**config.mk**
```make
export PLATFORM = sky130hd
export DESIGN_NAME = multi_edge_detect_flat
export DESIGN_NICKNAME = d
export VERILOG_FILES = /design/src/rtl/multi_edge_detect_if.sv /design/src/rtl/multi_edge_detect.sv /design/src/flat_wrapper.sv
export SDC_FILE = /design/constraint.sdc
export NUM_CORES = 1
export LEC_CHECK = 0
export ABC_AREA = 1
export ABC_CLOCK_PERIOD_IN_PS = 1360
export CORE_UTILIZATION = 38
export DETAILED_ROUTE_END_ITERATION = 10
export GPL_ROUTABILITY_DRIVEN = 1
export GPL_TIMING_DRIVEN = 0
export PLACE_DENSITY = 0.86
export SLEW_MARGIN = 10
export SYNTH_ARGS = -nofsm -noshare
export SYNTH_HDL_FRONTEND = slang
export SYNTH_SLANG_ARGS = --single-unit
```
**constraint.sdc**
```tcl
create_clock -name sys_clk -period 1.36 [get_ports sys_clk]
set_clock_uncertainty 0.15 [all_clocks]
set_input_delay 0.34 -clock sys_clk [delete_from_list [all_inputs] [get_ports sys_clk]]
set_output_delay 0.34 -clock sys_clk [all_outputs]
set_load 0.02 [all_outputs]
```
**src/rtl/multi_edge_detect_if.sv**
```systemverilog
// Channel-side signal bundle for multi_edge_detect: raw inputs and run-time
// controls in, filtered levels, event pulses, pending flags and interrupt out.
interface multi_edge_detect_if #(
    parameter int NUM_CH = 8
);
    logic [NUM_CH-1:0]   d_i;
    logic [2*NUM_CH-1:0] mode_i;
    logic [NUM_CH-1:0]   clr_i;
    logic [NUM_CH-1:0]   ien_i;
    logic [NUM_CH-1:0]   level_o;
    logic [NUM_CH-1:0]   pulse_o;
    logic [NUM_CH-1:0]   pend_o;
    logic                irq_o;

    modport master (
        output d_i, mode_i, clr_i, ien_i,
        input  level_o, pulse_o, pend_o, irq_o
    );

    modport slave (
        input  d_i, mode_i, clr_i, ien_i,
        output level_o, pulse_o, pend_o, irq_o
    );
endinterface

```
**src/rtl/multi_edge_detect.sv**
```systemverilog
// Multi-channel synchronising, debouncing edge detector with per-channel mode,
// sticky write-1-to-clear pending flags and a masked interrupt OR.
module med_chan #(
    parameter int   SYNC_STAGES = 2,
    parameter int   DEB_CYCLES  = 0,
    parameter logic RST_LEVEL   = 1'b0
) (
    input  logic       clk,
    input  logic       rst,
    input  logic       d,
    input  logic [1:0] mode,
    input  logic       clr,
    output logic       level,
    output logic       pulse,
    output logic       pend
);
    logic [SYNC_STAGES-1:0] sync;
    logic                   s;
    logic                   flt;
    logic                   change;
    logic                   qual;
    logic                   pulse_next;

    always_ff @(posedge clk or posedge rst) begin
        if (rst) sync <= {SYNC_STAGES{RST_LEVEL}};
        else     sync <= {sync[SYNC_STAGES-2:0], d};
    end
    assign s = sync[SYNC_STAGES-1];

    if (DEB_CYCLES == 0) begin : g_nodeb
        assign change = (s != flt);
    end else begin : g_deb
        localparam int             CW      = $clog2(DEB_CYCLES + 1);
        localparam logic [CW-1:0]  DEB_MAX = CW'(DEB_CYCLES);
        logic [CW-1:0] cnt;

        // A new level must be seen on DEB_CYCLES+1 consecutive edges; any
        // sample equal to flt restarts the count.
        always_ff @(posedge clk or posedge rst) begin
            if (rst)                             cnt <= '0;
            else if (s == flt || cnt >= DEB_MAX) cnt <= '0;
            else                                 cnt <= cnt + 1'b1;
        end
        assign change = (s != flt) && (cnt >= DEB_MAX);
    end

    always_ff @(posedge clk or posedge rst) begin
        if (rst)         flt <= RST_LEVEL;
        else if (change) flt <= s;
    end
    assign level = flt;

    // mode[0] enables rises, mode[1] falls; the ~pulse term keeps the pulse
    // one cycle wide even when an undebounced input toggles every cycle.
    assign qual       = s ? mode[0] : mode[1];
    assign pulse_next = change & qual & ~pulse;

    always_ff @(posedge clk or posedge rst) begin
        if (rst) begin
            pulse <= 1'b0;
            pend  <= 1'b0;
        end else begin
            pulse <= pulse_next;
            pend  <= (pend & ~clr) | pulse_next;
        end
    end
endmodule

module multi_edge_detect #(
    parameter int   NUM_CH      = 8,
    parameter int   SYNC_STAGES = 2,
    parameter int   DEB_CYCLES  = 0,
    parameter logic RST_LEVEL   = 1'b0
) (
    input  logic                 sys_clk,
    input  logic                 sys_rst,
    multi_edge_detect_if.slave   bus
);
    logic [NUM_CH-1:0] level;
    logic [NUM_CH-1:0] pulse;
    logic [NUM_CH-1:0] pend;

    for (genvar g = 0; g < NUM_CH; g++) begin : g_ch
        med_chan #(
            .SYNC_STAGES (SYNC_STAGES),
            .DEB_CYCLES  (DEB_CYCLES),
            .RST_LEVEL   (RST_LEVEL)
        ) u_ch (
            .clk   (sys_clk),
            .rst   (sys_rst),
            .d     (bus.d_i[g]),
            .mode  (bus.mode_i[2*g+1 -: 2]),
            .clr   (bus.clr_i[g]),
            .level (level[g]),
            .pulse (pulse[g]),
            .pend  (pend[g])
        );
    end

    assign bus.level_o = level;
    assign bus.pulse_o = pulse;
    assign bus.pend_o  = pend;
    assign bus.irq_o   = |(pend & bus.ien_i);
endmodule

```
**src/flat_wrapper.sv**
```systemverilog
// flat-port wrapper written by rule: the top's interface ports become plain ports
module multi_edge_detect_flat 
#(
    parameter int   NUM_CH      = 8,
    parameter int   SYNC_STAGES = 2,
    parameter int   DEB_CYCLES  = 0,
    parameter logic RST_LEVEL   = 1'b0
)
  (sys_clk, sys_rst, bus_d_i, bus_mode_i, bus_clr_i, bus_ien_i, bus_level_o, bus_pulse_o, bus_pend_o, bus_irq_o);
  multi_edge_detect_if #(.NUM_CH(NUM_CH)) bus_i ();
  input  logic sys_clk;
  input  logic sys_rst;
  input wire logic [$bits(bus_i.d_i)-1:0] bus_d_i;
  input wire logic [$bits(bus_i.mode_i)-1:0] bus_mode_i;
  input wire logic [$bits(bus_i.clr_i)-1:0] bus_clr_i;
  input wire logic [$bits(bus_i.ien_i)-1:0] bus_ien_i;
  output wire logic [$bits(bus_i.level_o)-1:0] bus_level_o;
  output wire logic [$bits(bus_i.pulse_o)-1:0] bus_pulse_o;
  output wire logic [$bits(bus_i.pend_o)-1:0] bus_pend_o;
  output wire logic [$bits(bus_i.irq_o)-1:0] bus_irq_o;
  assign bus_i.d_i = bus_d_i;
  assign bus_i.mode_i = bus_mode_i;
  assign bus_i.clr_i = bus_clr_i;
  assign bus_i.ien_i = bus_ien_i;
  assign bus_level_o = bus_i.level_o;
  assign bus_pulse_o = bus_i.pulse_o;
  assign bus_pend_o = bus_i.pend_o;
  assign bus_irq_o = bus_i.irq_o;
  multi_edge_detect #(.NUM_CH(NUM_CH), .SYNC_STAGES(SYNC_STAGES), .DEB_CYCLES(DEB_CYCLES), .RST_LEVEL(RST_LEVEL)) u_core (.sys_clk(sys_clk), .sys_rst(sys_rst), .bus(bus_i));
endmodule
```
==> impl_metrics.tcl <==
set metrics [dict create \
    start_util_pct 40.0 \
    rr_worst_depth 5 \
    rows 23 \
    fin_area_sq_um 2490 \
    final-setup-viol-count 9 \
    core_area_sq_um 4060 \
    antenna_found_initial 1 \
    numPortBuffers 66 \
    place_ws_ns -0.763 \
    syn-cell-area_sq_um 1620 \
    finalHoldViolCount 0 \
    critical_path_class "in -> out" \
    ir_worst_vdd_mv 0.601 \
    synth.distinct_cells 7 \
    final_nets 288 \
    die_area_sq_um 4530 \
    io_pins 67 \
    grt.total_usage_pct 14.1 \
    worst_pin_slew_ns 0.823 \
    wl_per_cell_um 10.3 \
    min_period_over_period_pct 119 \
    clockBufferDepth 2 \
    crit_fanout 1 \
    vias 1233 \
    relSlewSlack_pct 45.0 \
    ff2ff_setup_slack_ns 0.25 \
    path_clk_slew_ns 0.07 \
    setup.worst_path.start_class "primary input" \
    dr.pass1.iters 2 \
    initialDrtViolationCount 23 \
    finalCriticalPeriod_ns 1.62 \
    ant_nets 0 \
    grt_pass1_vias 1131 \
    viasPerCell 4.14 \
    rsz0062_at_grt "true" \
    cp.required_ns 0.87 \
    power_w 0.00268 \
    leakage_nw 1.39 \
    gp_congestion 0.659 \
    clk_latency_ns 0.28 \
    numCtsBuffers 5 \
    slew_viol_final 0 \
    syn2layout_area_growth_pct 53.4 \
    instances_no_fill 298 \
    ys.warnings.count 0 \
    fp.dieH_um 67.3 \
    netlist_instances 176 \
    avgSynthCellArea_sq_um 9.21 \
    drc_errors 0 \
    setup_tns_ns -0.907 \
    drt_wl_total_um 3060 \
    fin_ws_ns -0.259 \
    overflow 0 \
    ys_seq_area_share_pct 61.7 \
    cts_tree "built" \
    cellPowerDensity_nw_per_um2 1080 \
    place_hpwl_um 2210 \
    fillers 354 \
    cts_sinks 40 \
    cts_hold_buf 0 \
    drive_gt1_share_pct 23.1 \
    root_buffer "clkbuf_8" \
    min_path_type "reg -> reg" \
    outcome "finished, violations left" \
    max_freq_ghz 0.618 \
    grt_pass1_wl_um 4520 \
    die_w_um 67.3 \
    end_kind "output pin" \
    placed_area_sq_um 2350 \
    worstPathArrival_ns 1.13 \
    yosys_register_bits 40 \
    violations "setup timing" \
    maxCapViolations 0 \
    hold_path_depth 0 \
    syn_nets 218 \
    post-place-cells 292 \
    htreeDepth 2 \
    grt_max_degree 41 \
]
## routing by layer
layer	up-vias	wire length, um	track usage [%]
li1	613	-	-
met1	569	1170	13.9
met2	46	1580	26.1
met3	5	266	5.91
met4	0	37	4.79
met5	-	0	0
## power breakdown
part	internal, W	switching [W]
sequential	0.00127	0.0000553
clock	0.000404	0.000374
combinational	0.000342	0.000238
## cell usage in the layout (no fill, tap or decap)
master           instances
nand2_1                 44
inv_1                   40
dfrtp_1                 40
clkdlybuf4s50_1         35
buf_6                   32
nand3_1                 16
buf_4                   14
clkbuf_1                 8
clkbuf_8                 6
dlygate4sd2_1            3
dlymetal6s2s_1           3
clkinv_2                 2
diode_2                  1
nor2_1                   1
nand2_2                  1
nor2_2                   1
clkinvlp_4               1
## layout make-up
cell class | instances | area, sq um | area share (%)
flip-flops and latches | 40 | 1000 | 40.2
repair buffers | 85 | 861 | 34.6
multi-input cells | 63 | 262 | 10.5
inverters | 41 | 158 | 6.34
clock buffers | 6 | 82.6 | 3.32
well taps | 50 | 62.6 | 2.52
plain buffers | 10 | 48.8 | 1.96
clock inverters | 2 | 10.0 | 0.402
diodes | 1 | 2.50 | 0.101
## synthesized netlist by cell type
| cell | number | area (sq um) |
|---|---|---|
| nand3_1 | 16 | 80.1 |
| buf_4 | 24 | 180 |
| nor2_1 | 2 | 7.51 |
| dfrtp_1 | 40 | 1000 |
| clkbuf_1 | 8 | 30.0 |
| inv_1 | 41 | 154 |
| nand2_1 | 45 | 169 |
## critical path: stages
cell and delay [ns]:
clkdlybuf4s50_1 0.40, nand2_1 0.07, nand2_1 0.05, nor2_1 0.07, nand2_1 0.07, buf_6 0.13
## final timing paths
kind | from | to
worst min-delay path | u_core.g_ch[5].u_ch.sync[0]$_DFF_PP0_ | u_core.g_ch[5].u_ch.sync[1]$_DFF_PP0_
min in group asynchronous | sys_rst | u_core.g_ch[5].u_ch.sync[0]$_DFF_PP0_
worst max-delay path | bus_ien_i[0] | bus_irq_o
worst max register to register | u_core.g_ch[4].u_ch.pend$_DFF_PP0_ | u_core.g_ch[4].u_ch.pend$_DFF_PP0_
worst min register to register | u_core.g_ch[5].u_ch.sync[0]$_DFF_PP0_ | u_core.g_ch[5].u_ch.sync[1]$_DFF_PP0_
max in group asynchronous | sys_rst | u_core.g_ch[2].u_ch.sync[1]$_DFF_PP0_
## stage by stage
step	util, %	hold slack [ns]
floorplan	-	0.169
global placement	57.9	0.183
detailed placement	57.9	0.188
CTS	60.7	0.204
global route	61.3	0.212
finish	61.3	0.203
## sequential cells by signal, summed over array words and instances (netlist names)
| signal | cells |
|---|---|
| u_core.g_ch.u_ch.pulse | 8 |
| u_core.g_ch.u_ch.level | 8 |
| u_core.g_ch.u_ch.pend | 8 |
| u_core.g_ch.u_ch.sync | 16 |
## timing repair
action / in CTS / in global routing
gates resized for setup: 160 / 7
pin swaps: 6 / 5
endpoints found under the hold margin: 0 / 0
setup endpoints to repair: 25 / 9
buffers inserted: 18 / 3
## logic make-up after synthesis
family / after synthesis / share of synthesized area [%]
simple gates: 63 / 15.8
buf+inv: 73 / 22.5
flops: 40 / 61.7
Note: power is estimated with default switching activity, not from simulation.
